`src/rtl/io_read_arbiter_n.sv`:
```
// ---------------------------------------------------------------------------
// io_read_arbiter_n
//
// Purpose:
//   Merges N_CH peripheral read channels onto one registered read-data port
//   for the Minisys-1A I/O bus. The lowest-index selected channel wins, slow
//   devices are waited on through a per-channel ready line, and the chosen
//   device gets a one-cycle ack when its data has been consumed. io_busy
//   stalls the CPU while a mapped read is in flight.
//
// Optional feature:
//   IO_READ_TIMEOUT_EN - when defined, a WAIT that lasts TIMEOUT cycles without
//   the selected device becoming ready is aborted: io_read_data is loaded with
//   ERR_VALUE and io_valid/io_err pulse. When undefined, WAIT lasts until the
//   device is ready or reset is asserted.
//
// Ports:
//   clock        in   system clock, rising edge
//   reset        in   asynchronous, active-high reset
//   io_read      in   CPU read request (level)
//   ctrl         in   [N_CH]   per-channel select from the address decoder
//   dev_data     in   [N_CH*W] channel i data at bits [i*W +: W]
//   dev_ready    in   [N_CH]   channel i has valid data
//   dev_ack      out  [N_CH]   one-cycle one-hot pulse, channel data consumed
//   io_read_data out  [W]      registered read data, holds between reads
//   io_valid     out  one-cycle pulse, transaction ended
//   io_err       out  one-cycle pulse with io_valid, unmapped read or timeout
//   io_busy      out  CPU stall request (combinational)
// ---------------------------------------------------------------------------
module io_read_arbiter_n #(
  parameter int             N_CH      = 3,
  parameter int             W         = 16,
  parameter int             TIMEOUT   = 255,
  parameter logic [W-1:0]   ERR_VALUE = '0
) (
  input  logic                clock,
  input  logic                reset,
  input  logic                io_read,
  input  logic [N_CH-1:0]     ctrl,
  input  logic [N_CH*W-1:0]   dev_data,
  input  logic [N_CH-1:0]     dev_ready,
  output logic [N_CH-1:0]     dev_ack,
  output logic [W-1:0]        io_read_data,
  output logic                io_valid,
  output logic                io_err,
  output logic                io_busy
);

  localparam int SELW = (N_CH > 1) ? $clog2(N_CH) : 1;

  // Reject configurations the design cannot represent at elaboration time.
  if ((N_CH < 1) || (N_CH > 16) || (TIMEOUT < 1)) begin : g_badParam
    $error("io_read_arbiter_n: illegal N_CH or TIMEOUT");
  end

  typedef enum logic {
    ST_IDLE,
    ST_WAIT
  } state_t;

  state_t              r_state;
  state_t              w_stateNext;
  logic [SELW-1:0]     r_sel;
  logic [SELW-1:0]     w_selNext;
  logic [W-1:0]        r_data;
  logic [W-1:0]        w_dataNext;
  logic                r_valid;
  logic                w_validNext;
  logic                r_err;
  logic                w_errNext;
  logic [N_CH-1:0]     r_ack;
  logic [N_CH-1:0]     w_ackNext;

  logic [SELW-1:0]     w_lowIdx;
  logic                w_anyCtrl;
  logic                w_request;
  logic                w_accept;
  logic                w_unmapped;
  logic [W-1:0]        w_selData;
  logic                w_selReady;
  logic                w_timeoutHit;

  // A new request is only taken in IDLE and never in the cycle the previous
  // transaction reports io_valid, which gives back-to-back reads a dead cycle.
  assign w_anyCtrl  = |ctrl;
  assign w_request  = (r_state == ST_IDLE) & io_read & ~r_valid;
  assign w_accept   = w_request & w_anyCtrl;
  assign w_unmapped = w_request & ~w_anyCtrl;

  // Priority encoder: scanning from the top down leaves the lowest set bit.
  always_comb begin
    w_lowIdx = '0;
    for (int i = N_CH - 1; i >= 0; i--) begin
      if (ctrl[i]) begin
        w_lowIdx = SELW'(i);
      end
    end
  end

  // Data/ready mux driven by the frozen channel index, so other channels and
  // the decoder are ignored for the whole of WAIT.
  always_comb begin
    w_selData  = '0;
    w_selReady = 1'b0;
    for (int i = 0; i < N_CH; i++) begin
      if (r_sel == SELW'(i)) begin
        w_selData  = dev_data[i*W +: W];
        w_selReady = dev_ready[i];
      end
    end
  end

`ifdef IO_READ_TIMEOUT_EN
  localparam int            CW       = $clog2(TIMEOUT + 1);
  localparam logic [CW-1:0] CNT_LAST = CW'(TIMEOUT - 1);

  logic [CW-1:0] r_cnt;

  // Abort only when the device is still not ready on the last allowed cycle;
  // a ready arriving on that same edge takes the capture path instead.
  assign w_timeoutHit = (r_state == ST_WAIT) & ~w_selReady & (r_cnt == CNT_LAST);

  // Wait-cycle counter: cleared when a mapped read is accepted, advanced on
  // every WAIT cycle that neither captures nor aborts.
  always_ff @(posedge clock or posedge reset) begin
    if (reset) begin
      r_cnt <= '0;
    end else if (w_accept) begin
      r_cnt <= '0;
    end else if ((r_state == ST_WAIT) && !w_selReady && !w_timeoutHit) begin
      r_cnt <= r_cnt + 1'b1;
    end
  end
`else
  assign w_timeoutHit = 1'b0;
`endif

  // State and output registers. Everything the CPU or devices see is
  // registered, so io_valid, io_err and dev_ack are clean one-cycle pulses.
  always_ff @(posedge clock or posedge reset) begin
    if (reset) begin
      r_state <= ST_IDLE;
      r_sel   <= '0;
      r_data  <= '0;
      r_valid <= 1'b0;
      r_err   <= 1'b0;
      r_ack   <= '0;
    end else begin
      r_state <= w_stateNext;
      r_sel   <= w_selNext;
      r_data  <= w_dataNext;
      r_valid <= w_validNext;
      r_err   <= w_errNext;
      r_ack   <= w_ackNext;
    end
  end

  // Next-state and next-output logic. Pulses default low and the data
  // register defaults to holding, so it only moves on capture or abort.
  always_comb begin
    w_stateNext = r_state;
    w_selNext   = r_sel;
    w_dataNext  = r_data;
    w_validNext = 1'b0;
    w_errNext   = 1'b0;
    w_ackNext   = '0;
    case (r_state)
      ST_IDLE: begin
        if (w_accept) begin
          w_selNext   = w_lowIdx;
          w_stateNext = ST_WAIT;
        end else if (w_unmapped) begin
          w_validNext = 1'b1;
          w_errNext   = 1'b1;
        end
      end
      ST_WAIT: begin
        if (w_selReady) begin
          w_dataNext  = w_selData;
          w_validNext = 1'b1;
          for (int i = 0; i < N_CH; i++) begin
            w_ackNext[i] = (r_sel == SELW'(i));
          end
          w_stateNext = ST_IDLE;
        end else if (w_timeoutHit) begin
          w_dataNext  = ERR_VALUE;
          w_validNext = 1'b1;
          w_errNext   = 1'b1;
          w_stateNext = ST_IDLE;
        end
      end
      default: begin
        w_stateNext = ST_IDLE;
      end
    endcase
  end

  // Stall covers the accept cycle as well as WAIT so the CPU never runs past
  // a mapped read; unmapped reads complete without a stall.
  assign io_busy = (r_state == ST_WAIT) | w_accept;

  assign io_read_data = r_data;
  assign io_valid     = r_valid;
  assign io_err       = r_err;
  assign dev_ack      = r_ack;

endmodule

```
`config.mk`:
```
export PLATFORM = sky130hd
export DESIGN_NAME = io_read_arbiter_n
export DESIGN_NICKNAME = d
export VERILOG_FILES = /design/src/rtl/io_read_arbiter_n.sv
export SDC_FILE = /design/constraint.sdc
export NUM_CORES = 1
export LEC_CHECK = 0
export ABC_AREA = 1
export BUFFER_PORTS_ARGS = -buffer_cell sky130_fd_sc_hd__buf_2
export CAP_MARGIN = 40
export CORE_MARGIN = 2
export CORE_UTILIZATION = 39
export CTS_CLUSTER_DIAMETER = 120
export CTS_CLUSTER_SIZE = 25
export DETAILED_ROUTE_END_ITERATION = 6
export MAX_ROUTING_LAYER = met4
export PLACE_DENSITY = 0.83
export SLEW_MARGIN = 20
export SYNTH_ARGS = -nofsm -noshare
export SYNTH_HDL_FRONTEND = slang
export SYNTH_SLANG_ARGS = --single-unit
export TNS_END_PERCENT = 30
```
`constraint.sdc`:
```
create_clock -name clock -period 1.3 [get_ports clock]
set_input_delay 0.13 -clock clock [delete_from_list [all_inputs] [get_ports clock]]
set_output_delay 0.13 -clock clock [all_outputs]
set_load 0.03 [all_outputs]
```
* Yosys cells after proc, flatten, opt, wreduce, memory -nomap -nowiden
Index checks and enable logic that the tools add are counted.
** Storage, ports and cells
- Output and inout bits :: 22
- Bits in registers :: 24
- Bits of input ports :: 57
** Cells by class
- Multiplexer cells :: 19
- Bitwise gates (word level) :: 8
- Reduce and logical (&&, ||, !) cells :: 4
- Equal/unequal tests :: 2
** Operator list (count)
- $mux W16 :: 3
- $mux W1 :: 8
- $mux W2 :: 3
- $mux W3 :: 2
- $pmux W1 S2 :: 3
- $and A1 B1 Y1 :: 4
- $reduce_and A2 Y1 :: 2
- $not A1 Y1 :: 3
- $reduce_or A3 Y1 :: 1
- $eq A2 B1 Y1 const B :: 1
- $eq A2 B2 Y1 const B :: 1
- $logic_not A2 Y1 :: 1
- $or A1 B1 Y1 :: 1

* Depth between registers and ports, before layout
Gate-level depths: netlist of run 1.
- Depth after elaboration :: 7
- Gate-level depth with buffers :: 8

* Least setup slack after synthesis of run 1
OpenSTA, ideal clock, no wires.
- Kind :: flip-flop to output port
- Start :: register r_state
- End :: output port io_busy
- Data arrival time :: 1.166 ns
- Buffers on the path :: 1
- Setup slack :: 0.004 ns
- Cell stages (with the launch flop) :: 5
- Cells stage by stage :: dfrtp_1 -> buf_2 -> nor3_1 -> nand2_1 -> nand2_1
** On the way
- Longest elaborated chain between the ends :: 5
** Ends and longest elaborated chain
- from (decl) :: line 61 : state_t r_state;
- from (signal assigned) :: line 149 : r_state <= w_stateNext;
- $not A1 Y1
- $and A1 B1 Y1 (2 in a row) :: line 86 : assign w_request = (r_state == ST_IDLE) & io_read & ~r_valid;
- $and A1 B1 Y1 :: line 87 : assign w_accept = w_request & w_anyCtrl;
- $or A1 B1 Y1 (*) :: line 200 : assign io_busy = (r_state == ST_WAIT) | w_accept;
- to (decl) :: line 46 : output logic io_busy
Mark *: on every way between the ends. The rest lies on a longest branch, timed or not.

* Worst setup path in the final report of run 1
- Start :: register r_valid (netlist: io_valid)
- End :: output port io_busy
** On the way
- Longest elaborated chain between the ends :: 4
** Ends and longest elaborated chain
- from (decl) :: line 67 : logic r_valid;
- from (signal assigned) :: line 152 : r_valid <= w_validNext;
- $not A1 Y1 :: line 86
- $and A1 B1 Y1 :: line 86
- $and A1 B1 Y1 :: line 87
- $or A1 B1 Y1 :: line 200
Every way passes these cells.

==> key figures, run 1 <==
CTS
  – CTS Sinks: 24
  – CTS tree: done
  – # H-tree levels: 1
  – Clock Tree Buf Depth: 2
  – Skew-Pair Late Insertion Delay: around 300 ps
  – Cts bufs inserted: 3
  – Clock root buffer: clkbuf_4
  – Clk pin slew, worst setup/hold paths: ~130 ps

Routing
  – Pre-Repair DR Iteration Count: 4
  – 1st-iter DRT viols: 90
  – Wire per inst: roughly 12 um
  – DRC: 0
  – Vias/cell: around 5
  – Final ANT Viol Nets: 0
  – Routed via count: about 1,600
  – WL final: ~3900 um

Placement
  – Final Wtd Congestion: around 0.86
  – HPWL after DPL: about 2900 um
  – Port Buf Inserts: 78

Run
  – Maximum Capacitance Violations: 0

Global route
  – Met1 global-route usage: 25.1%
  – GRT Total Usage: ~20%
  – Number of global-route vias before repair: ~1,400
  – Pin count of the biggest net entering global routing: 25
  – Met2 usage: between 30% and 40%
  – Initial antenna violation count: 0
  – GR Overflow Total: 0
  – Most Used Layer, Global Route: met2
  – GR Util met3: between 1.5 and 2%
  – First-pass GRT wire length: ~6300 um

Synth
  – Syn avg cell area: between 7 and 8 um2
  – Largest family of logic cells by synthesized area: simple AND/OR/NAND/NOR gates
  – Post-synth top area share: approximately 45%
  – #FFs+latches synth: 24
  – Yosys top cell by area: dfrtp_1
  – Post-Synth Adder-Cell Area: 0%
  – Simple-Gate Fraction of Synth Area: approximately 47%
  – Area contributors post-synth: dfrtp_1 45%, nand3_1 25%, nand2_1 15%, buf_6 2.5%, inv_1 2.0%
  – Library cells used by synthesis: 19
  – Cell area after synthesis: between 1000 and 1500 um2
  – Post-synthesis compound-gate area fraction: about 1.1%
  – Synth Warn #: 0
  – Cell count after synthesis: 177
  – Mux share of post-synthesis cell area: 0%
  – Sequential area share after synthesis: ~45%
  – Net Count, Synth: roughly 230
  – Synth Area in XOR/XNOR: 0%

Timing
  – Setup violators final: 1
  – Final min period: ~1400 ps
  – Worst slew pin tran: 319 ps
  – Setup TNS Final: -68.6 ps
  – Highest Clock Rate: approximately 730 MHz
  – Setup WS post-layout: -68.6 ps
  – Unrepaired setup endpoints after global routing: true
  – Final period util: 105%
  – Slew HR: approximately four fifths
  – Setup Skew: roughly 2.9 ps
  – Pins over their slew limit: 0
  – Final Hold Viols: 0

Finish
  – Layout cells sized above 1: 41.9%
  – Filler cells: ~340
  – Most frequent cells in the layout: 77 x buf_2, 67 x nand3_1, 53 x nand2_1
  – Antenna diodes: 0
  – Util after Layout: roughly 60%
  – Commonest non-fill, non-tap cell in the layout: buf_2
  – Syn-to-layout area delta: 44.7%
  – Net total in the final layout: 329

Power
  – Pwr/cell area: 2370 nW/um2
  – Leakage power: between 0.001 and 0.0015 uW
  – Worst VDD drop: 1.10 mV

Status
  – Failing checks: negative setup slack
  – Status: finished with violations

Floorplanning
  – Die area: slightly below 4000 um2
  – Chip width: 62.8 um
  – Top-Level Pins: 79
  – Initial Util: between 40 and 50%
  – Core ar.: 3340 um2
  – FP Rows: 21
  – Die Y: around 63 um

Worst setup path
  – CP Capture Type: output port
  – Setup CP Type: reg2out
  – Worst Path Max Fanout: 2
  – Required time of the critical path: approximately 1200 ps
  – Crit path DAT: around 1200 ps
  – Worst Setup Start Kind: flip-flop

Worst hold path
  – HP Class: in2reg
==> state kept, by name, indices dropped and copies added, names as in the netlist <==
name / cells
io_read_data: 16
dev_ack: 3
r_sel: 2
io_err: 1
io_valid: 1
r_state: 1
==> routing by layer <==
metal / wire length, um / vias to the layer above / share of wire (%)
met3: 195 / 4 / 4.9
met1: 1730 / 741 / 44
li1: - / 781 / -
met4: 23 / 0 / 0.58
met5: 0 / - / 0
met2: 2000 / 56 / 51
==> cell usage after synthesis (all sizes together) <==
cell type and count:
dfrtp 24, o21ai 3, clkbuf 2, buf 9, nor2 5, nand3b 1
inv 8, nand2 55, nand3 69, nor3 1
==> repair_timing <==
action                     in CTS  in global routing
pin swaps                       1                  4
buffers inserted                3                  4
setup endpoints to repair      18                 18
gates resized for setup         7                  2
hold endpoints to repair       24                  0
hold buffers                    1                  0
gates cloned                    0                  0
==> worst max-delay path: stages, from the launching register on <==
cell and delay (ps):
dfrtp_1 410, nor3_2 210, nand2_1 90, nand2_1 80, buf_6 130
==> metrics by stage <==
stage	setup WS (ps)	instances	instance area (um2)	total power, uW	hold slack (ps)
floorplan	3.72	177	1350	3190	145
global placement	40.4	305	1830	4000	196
finish	-68.6	316	1950	4620	72.9
CTS	-42.2	312	1910	4490	73.7
global route	-159	316	1950	4980	67.4
detailed placement	-13.0	305	1830	4050	203
==> worst paths after layout <==
check / slack, ps / from / cells past startpoint / endpoint
worst max-delay path: -70 / io_valid$_DFF_PP0_ / 4 / io_busy
worst min-delay path: 70 / ctrl[1] / 3 / r_sel[0]$_DFFE_PP0P_
worst max register to register: 40 / r_sel[1]$_DFFE_PP0P_ / 6 / io_read_data[7]$_DFFE_PP0P_
worst min register to register: 480 / io_read_data[12]$_DFFE_PP0P_ / 2 / io_read_data[12]$_DFFE_PP0P_
max in group asynchronous: 630 / reset / 4 / r_sel[1]$_DFFE_PP0P_
min in group asynchronous: 410 / reset / 4 / io_read_data[10]$_DFFE_PP0P_
==> logic make-up after synthesis <==
family	Yosys count
and+or+nand+nor	131
DFF	24
buffers and inverters	19
AOI/OAI and AO/OA	3
==> area by class of cell <==
| class | count | area (um2) | area share [%] |
|---|---|---|---|
| clock buffers | 3 | 22.5 | 1.16 |
| multi-input cells | 134 | 656 | 33.7 |
| well taps | 46 | 57.6 | 2.95 |
| flip-flops and latches | 24 | 603 | 31.0 |
| inverters | 8 | 30.0 | 1.54 |
| repair buffers | 101 | 579 | 29.7 |
==> power by group <==
part / switching [uW] / internal [uW] / total, uW
registers: 226 / 1050 / 1280
clock network: 214 / 108 / 322
logic: 1880 / 1140 / 3020
Power figures use the tool's default switching activity.
==> run 2, diff against run 1 <==
--- a/config.mk
+++ b/config.mk
@@ -15,6 +15,7 @@
 export DETAILED_ROUTE_END_ITERATION = 6
 export MAX_ROUTING_LAYER = met4
 export PLACE_DENSITY = 0.83
+export REMOVE_ABC_BUFFERS = 1
 export SLEW_MARGIN = 20
 export SYNTH_ARGS = -nofsm -noshare
 export SYNTH_HDL_FRONTEND = slang
==> run 2 against run 1 <==
  * The flow still finishes with violations (negative setup slack)
  * Sequential power about the same
  * Hold slack got worse by 38 ps
  * Clock-buffer cell count increased by 1
  * Final area increased by 8.1%
  * Power increased by 12%
  * Die area unchanged
  * Utilization increased by 4.7 points
  * Setup slack got worse by 89 ps
  * Critical path type unchanged
  * Critical endpoint unchanged
  * Largest power group unchanged
  * Highest routed layer unchanged
==> key figures, run 2 (synthesis gave the netlist of run 1 again) <==
Status
  – Status: finished with violations
  – Failing checks: negative setup slack

Worst setup path
  – Setup CP Type: reg2out
  – FF-to-FF End: r_sel[1]$_DFFE_PP0P_
  – R2R cell count: 7
  – Crit path buffers/inverters: 1
  – Worst Setup Start Kind: flip-flop
  – Crit-path leading delay family: simple AND/OR/NAND/NOR gates
  – Crit-path cells: nor3_2 > nand2_1 > nand2_2 > buf_6
  – Stages on the worst setup path: 4
  – Required time of the critical path: 1170 ps
  – Worst Path Max Fanout: 2
  – R2R Path Start: io_valid$_DFF_PP0_
  – Crit path DAT: around 1300 ps
  – CP max stage cell: dfrtp_1
  – CP Capture Type: output port
  – Internal reg-to-reg setup slack: -70 ps
  – Slowest stage delay, CP: 420 ps

Global route
  – Initial antenna violation count: 0
  – First-pass GRT wire length: 6690 um
  – GRT Total Usage: between 20% and 30%
  – Pin count of the biggest net entering global routing: 25
  – Number of global-route vias before repair: 1,459
  – GR Overflow Total: 0

Placement
  – HPWL after DPL: ~2900 um
  – Final Wtd Congestion: ~0.77
  – Placed insts: ~310
  – Port Buf Inserts: 78

CTS
  – Clock root buffer: clkbuf_4
  – Clock Tree Buf Depth: 2
  – CTS tree: done
  – Cts bufs inserted: 3
  – # H-tree levels: 1
  – Skew-Pair Late Insertion Delay: 330 ps
  – CTS Sinks: 24
  – Clk pin slew, worst setup/hold paths: approximately 140 ps

Finish
  – Syn-to-layout area delta: 56.4%
  – Layout cells sized above 1: 48.0%
  – Max reg flops: 16
  – Commonest non-fill, non-tap cell in the layout: buf_2
  – Util after Layout: a little over three fifths
  – Net total in the final layout: about 340
  – Finished Layout Cells: 325
  – Most frequent cells in the layout: 76 x buf_2, 62 x nand3_1, 48 x nand2_1
  – Antenna diodes: 0

Floorplanning
  – Core ar.: between 3000 and 4000 um2
  – Initial Util: between 40 and 50%
  – FP Rows: 21
  – Top-Level Pins: just under 80
  – Chip width: 62.8 um
  – Die area: ~3900 um2
  – Die Y: about 63 um

Routing
  – Pre-Repair DR Iteration Count: 4
  – Vias/cell: about 5.1
  – Routed via count: 1,657
  – DRC: 0
  – WL final: roughly 4300 um
  – 1st-iter DRT viols: 72
  – Final ANT Viol Nets: 0
  – Wire per inst: roughly 13 um

Timing
  – Slew HR: between 70% and 80%
  – Setup violators final: 17
  – Final min period: 1460 ps
  – Setup TNS Final: -505 ps
  – Highest Clock Rate: around 690 MHz
  – Setup WS post-layout: -158 ps
  – Setup Skew: about 1.3 ps
  – Final Hold Viols: 0
  – Final period util: 112%
  – Unrepaired setup endpoints after global routing: true
  – Worst slew pin tran: 306 ps
  – Pins over their slew limit: 0

Power
  – Pwr/cell area: around 2500 nW/um2
  – Total power draw: between 5000 and 6000 uW
  – Leakage power: 0.00119 uW
  – Worst VDD drop: between 1 and 1.5 mV

Worst hold path
  – HP Class: in2reg
  – Hold Crit Start: ctrl[1]
  – WHS Endpoint: r_sel[0]$_DFFE_PP0P_
  – WHS Path Cells: 3

Run
  – Maximum Capacitance Violations: 0
run 2: cell types whose count changed in the layout (fill, tap and decap cells not counted), sizes merged:
cell | before | now
buf | 100 | 106
nand2 | 55 | 57
clkbuf | 3 | 4
run 2: through the flow:
stage	area, um2	hold WS [ps]	setup slack, ps
floorplan	1270	145	-432
global placement	1860	183	52.1
detailed placement	1860	189	-12.6
CTS	2010	58.6	-34.0
global route	2110	49.5	-230
finish	2110	35.3	-158
run 2: final cells by class:
class	count	area, um2
fill	296	1230
multi-input combinational	136	721
timing repair buffer	107	658
sequential	24	603
tap	46	57.6
clock buffer	4	36.3
inverter	8	30.0
run 2: timing repair:
item	CTS	global route
endpoints found under the hold margin	24	0
setup endpoints to repair	16	22
gates cloned	0	2
gates resized for setup	8	22
buffers inserted	9	4
hold buffers	1	0
pin swaps	2	12
run 2: tightest hold or removal path, cell delays in order:
cell	delay, ps
buf_2	90
nand3_1	60
nand2_1	60
run 2: routing by layer:
metal	vias up	track usage, %	share of wire, %
met3	7	3.60	7.4
met4	0	8.89	1.6
met1	774	27.3	39
met2	76	36.3	52
met5	-	-	0
li1	800	-	-
run 2: how the worst max path moves through the flow:
stage | to | from | slack (ps)
2_1_floorplan | io_valid$_DFF_PP0_ | r_sel[1]$_DFFE_PP0P_ | -430
3_3_place_gp | io_read_data[11]$_DFFE_PP0P_ | r_sel[1]$_DFFE_PP0P_ | 50
3_5_place_dp | io_read_data[3]$_DFFE_PP0P_ | r_sel[1]$_DFFE_PP0P_ | -10
4_1_cts | io_busy | io_valid$_DFF_PP0_ | -30
5_1_grt | io_busy | io_valid$_DFF_PP0_ | -230
6_report | io_busy | io_valid$_DFF_PP0_ | -160
run 2: report_power, final:
group | internal [uW] | switching [uW] | total (uW)
Combinational | 1350 | 2170 | 3520
Sequential | 1050 | 201 | 1260
Clock | 172 | 246 | 418
Total | 2580 | 2610 | 5190
==> run 3, diff against run 2 <==
--- a/config.mk
+++ b/config.mk
@@ -8,6 +8,7 @@
 export ABC_AREA = 1
 export BUFFER_PORTS_ARGS = -buffer_cell sky130_fd_sc_hd__buf_2
 export CAP_MARGIN = 40
+export CORE_ASPECT_RATIO = 0.5
 export CORE_MARGIN = 2
 export CORE_UTILIZATION = 39
 export CTS_CLUSTER_DIAMETER = 120
==> run 3 against run 2 <==
  * The flow still finishes with violations (negative setup slack)
  * Power decreased by 11%
  * Combinational power down 18%
  * Clock power up 6.0%
  * Setup slack better by 110 ps
  * Maximum frequency grew 7.9%
  * Final area decreased by 8.9%
  * Critical path depth unchanged
  * Clock-buffer cell count down 1
  * Via count decreased by 2.2%
  * Critical endpoint unchanged
==> key figures, run 3 (synthesis gave the netlist of run 1 again) <==
CTS
  – Cts bufs inserted: 3
  – Clock root buffer: clkbuf_8
  – CTS tree: done
  – # H-tree levels: 1
  – Skew-Pair Late Insertion Delay: approximately 260 ps
  – CTS Sinks: 24
  – Clock Tree Buf Depth: 2
  – Clk pin slew, worst setup/hold paths: 80 ps

Timing
  – Fin Hold WS: approximately 110 ps
  – Final min period: approximately 1400 ps
  – Unrepaired setup endpoints after global routing: true
  – Setup WS post-layout: -50.6 ps
  – Worst slew pin tran: between 300 and 400 ps
  – Highest Clock Rate: between 700 and 800 MHz
  – Final Hold Viols: 0
  – Slew HR: roughly 80%
  – Final period util: 104%
  – Pins over their slew limit: 0
  – Setup Skew: around 2.5 ps
  – Setup violators final: 1

Placement
  – Setup slack at placement: 16.3 ps
  – HPWL after DPL: 3060 um
  – Port Buf Inserts: slightly below 80
  – Final Wtd Congestion: between 0.8 and 0.9
  – Placed insts: 300

Global route
  – GRT Total Usage: between 20% and 30%
  – Number of global-route vias before repair: 1,489
  – Pin count of the biggest net entering global routing: 25
  – Initial antenna violation count: 0
  – GR Overflow Total: 0
  – First-pass GRT wire length: 6220 um

Floorplanning
  – Chip width: 87.1 um
  – Initial Util: about two fifths
  – FP Rows: 15
  – Top-Level Pins: 79
  – Die Y: around 46 um
  – Die area: approximately 4000 um2
  – Core ar.: between 3000 and 4000 um2

Routing
  – WL final: roughly 4000 um
  – 1st-iter DRT viols: 110
  – Vias/cell: 5.30
  – Routed via count: between 1,500 and 2,000
  – Pre-Repair DR Iteration Count: 4
  – Final ANT Viol Nets: 0
  – Wire per inst: roughly 13 um
  – DRC: 0

Worst setup path
  – Required time of the critical path: 1170 ps
  – Most common cell on crit path: nand2_2
  – Worst Setup Start Kind: flip-flop
  – Worst Path Max Fanout: 4
  – Slowest stage delay, CP: between 400 and 500 ps
  – Crit-path cells: nor3_4 > nand2_2 > nand2_2 > buf_6
  – Setup CP Type: reg2out
  – CP Capture Type: output port
  – CP max stage cell: dfrtp_1
  – Crit path DAT: 1220 ps

Run
  – Maximum Capacitance Violations: 0

Finish
  – Layout cells sized above 1: about two fifths
  – Net total in the final layout: 323
  – Util after Layout: between 50% and 60%
  – Finished Layout Cells: just over 300
  – Most frequent cells in the layout: 77 x buf_2, 67 x nand3_1, 51 x nand2_1
  – Antenna diodes: 0
  – Max reg flops: 16
  – Filler cells: ~290
  – Syn-to-layout area delta: 42.6%
  – Commonest non-fill, non-tap cell in the layout: buf_2

Status
  – Status: finished with violations
  – Failing checks: negative setup slack

Power
  – Leakage power: about 0.0011 uW
  – Pwr/cell area: 2410 nW/um2
  – Worst VDD drop: approximately 0.81 mV

Worst hold path
  – HP Class: in2reg
[run 3: area by class of cell]
| cell class | count | area (um2) | area share (%) |
|---|---|---|---|
| Inverter | 8 | 30.0 | 1.56 |
| Multi-Input combinational cell | 134 | 658 | 34.3 |
| Tap cell | 42 | 52.6 | 2.74 |
| Clock buffer | 3 | 41.3 | 2.15 |
| Timing Repair Buffer | 95 | 534 | 27.8 |
| Sequential cell | 24 | 603 | 31.4 |
[run 3: report_power, final]
part	total, uW	switching [uW]	internal, uW
registers	1270	218	1060
clock network	443	236	207
logic	2900	1880	1020
[run 3: final timing paths]
check / startpoint / to / slack (ps) / depth (start not counted)
max: io_valid$_DFF_PP0_ / io_busy / -50 / 4
min: ctrl[1] / r_sel[0]$_DFFE_PP0P_ / 110 / 3
max reg2reg: r_sel[0]$_DFFE_PP0P_ / io_read_data[7]$_DFFE_PP0P_ / 60 / 6
min reg2reg: io_read_data[12]$_DFFE_PP0P_ / io_read_data[12]$_DFFE_PP0P_ / 470 / 2
max in group asynchronous: reset / r_sel[0]$_DFFE_PP0P_ / 590 / 4
min in group asynchronous: reset / io_read_data[8]$_DFFE_PP0P_ / 450 / 4
[run 3: metal layers]
| metal | track usage (%) | vias up | wire (um) |
|---|---|---|---|
| li1 | - | 766 | - |
| met1 | 23.3 | 784 | 1600 |
| met2 | 37.6 | 61 | 2140 |
| met3 | 4.17 | 10 | 198 |
| met4 | 7.08 | 0 | 74 |
| met5 | - | - | 0 |
[run 3: worst max-delay path: cells and delay by family (launching register included)]
family	cells	cell delay [ps]
buf+inv	1	130
flops	1	410
simple gates	3	410
[run 3: repair_timing]
| item | in CTS | in global routing |
|---|---|---|
| setup endpoints to repair | 2 | 19 |
| pin swaps | 2 | 1 |
| buffers inserted | 1 | 1 |
| endpoints found under the hold margin | 24 | 0 |
| hold buffers | 1 | 0 |
| gates resized for setup | 9 | 3 |
[run 3: through the flow]
| step | setup TNS, ps | instance area [um2] | power, uW |
|---|---|---|---|
| 6_report | -50.6 | 1920 | 4620 |
| 5_1_grt | -113 | 1920 | 4940 |
| 4_1_cts | -25.7 | 1910 | 4570 |
| 3_5_place_dp | 0 | 1820 | 4030 |
| 3_3_place_gp | 0 | 1820 | 3930 |
| 2_1_floorplan | -7410 | 1270 | 2990 |
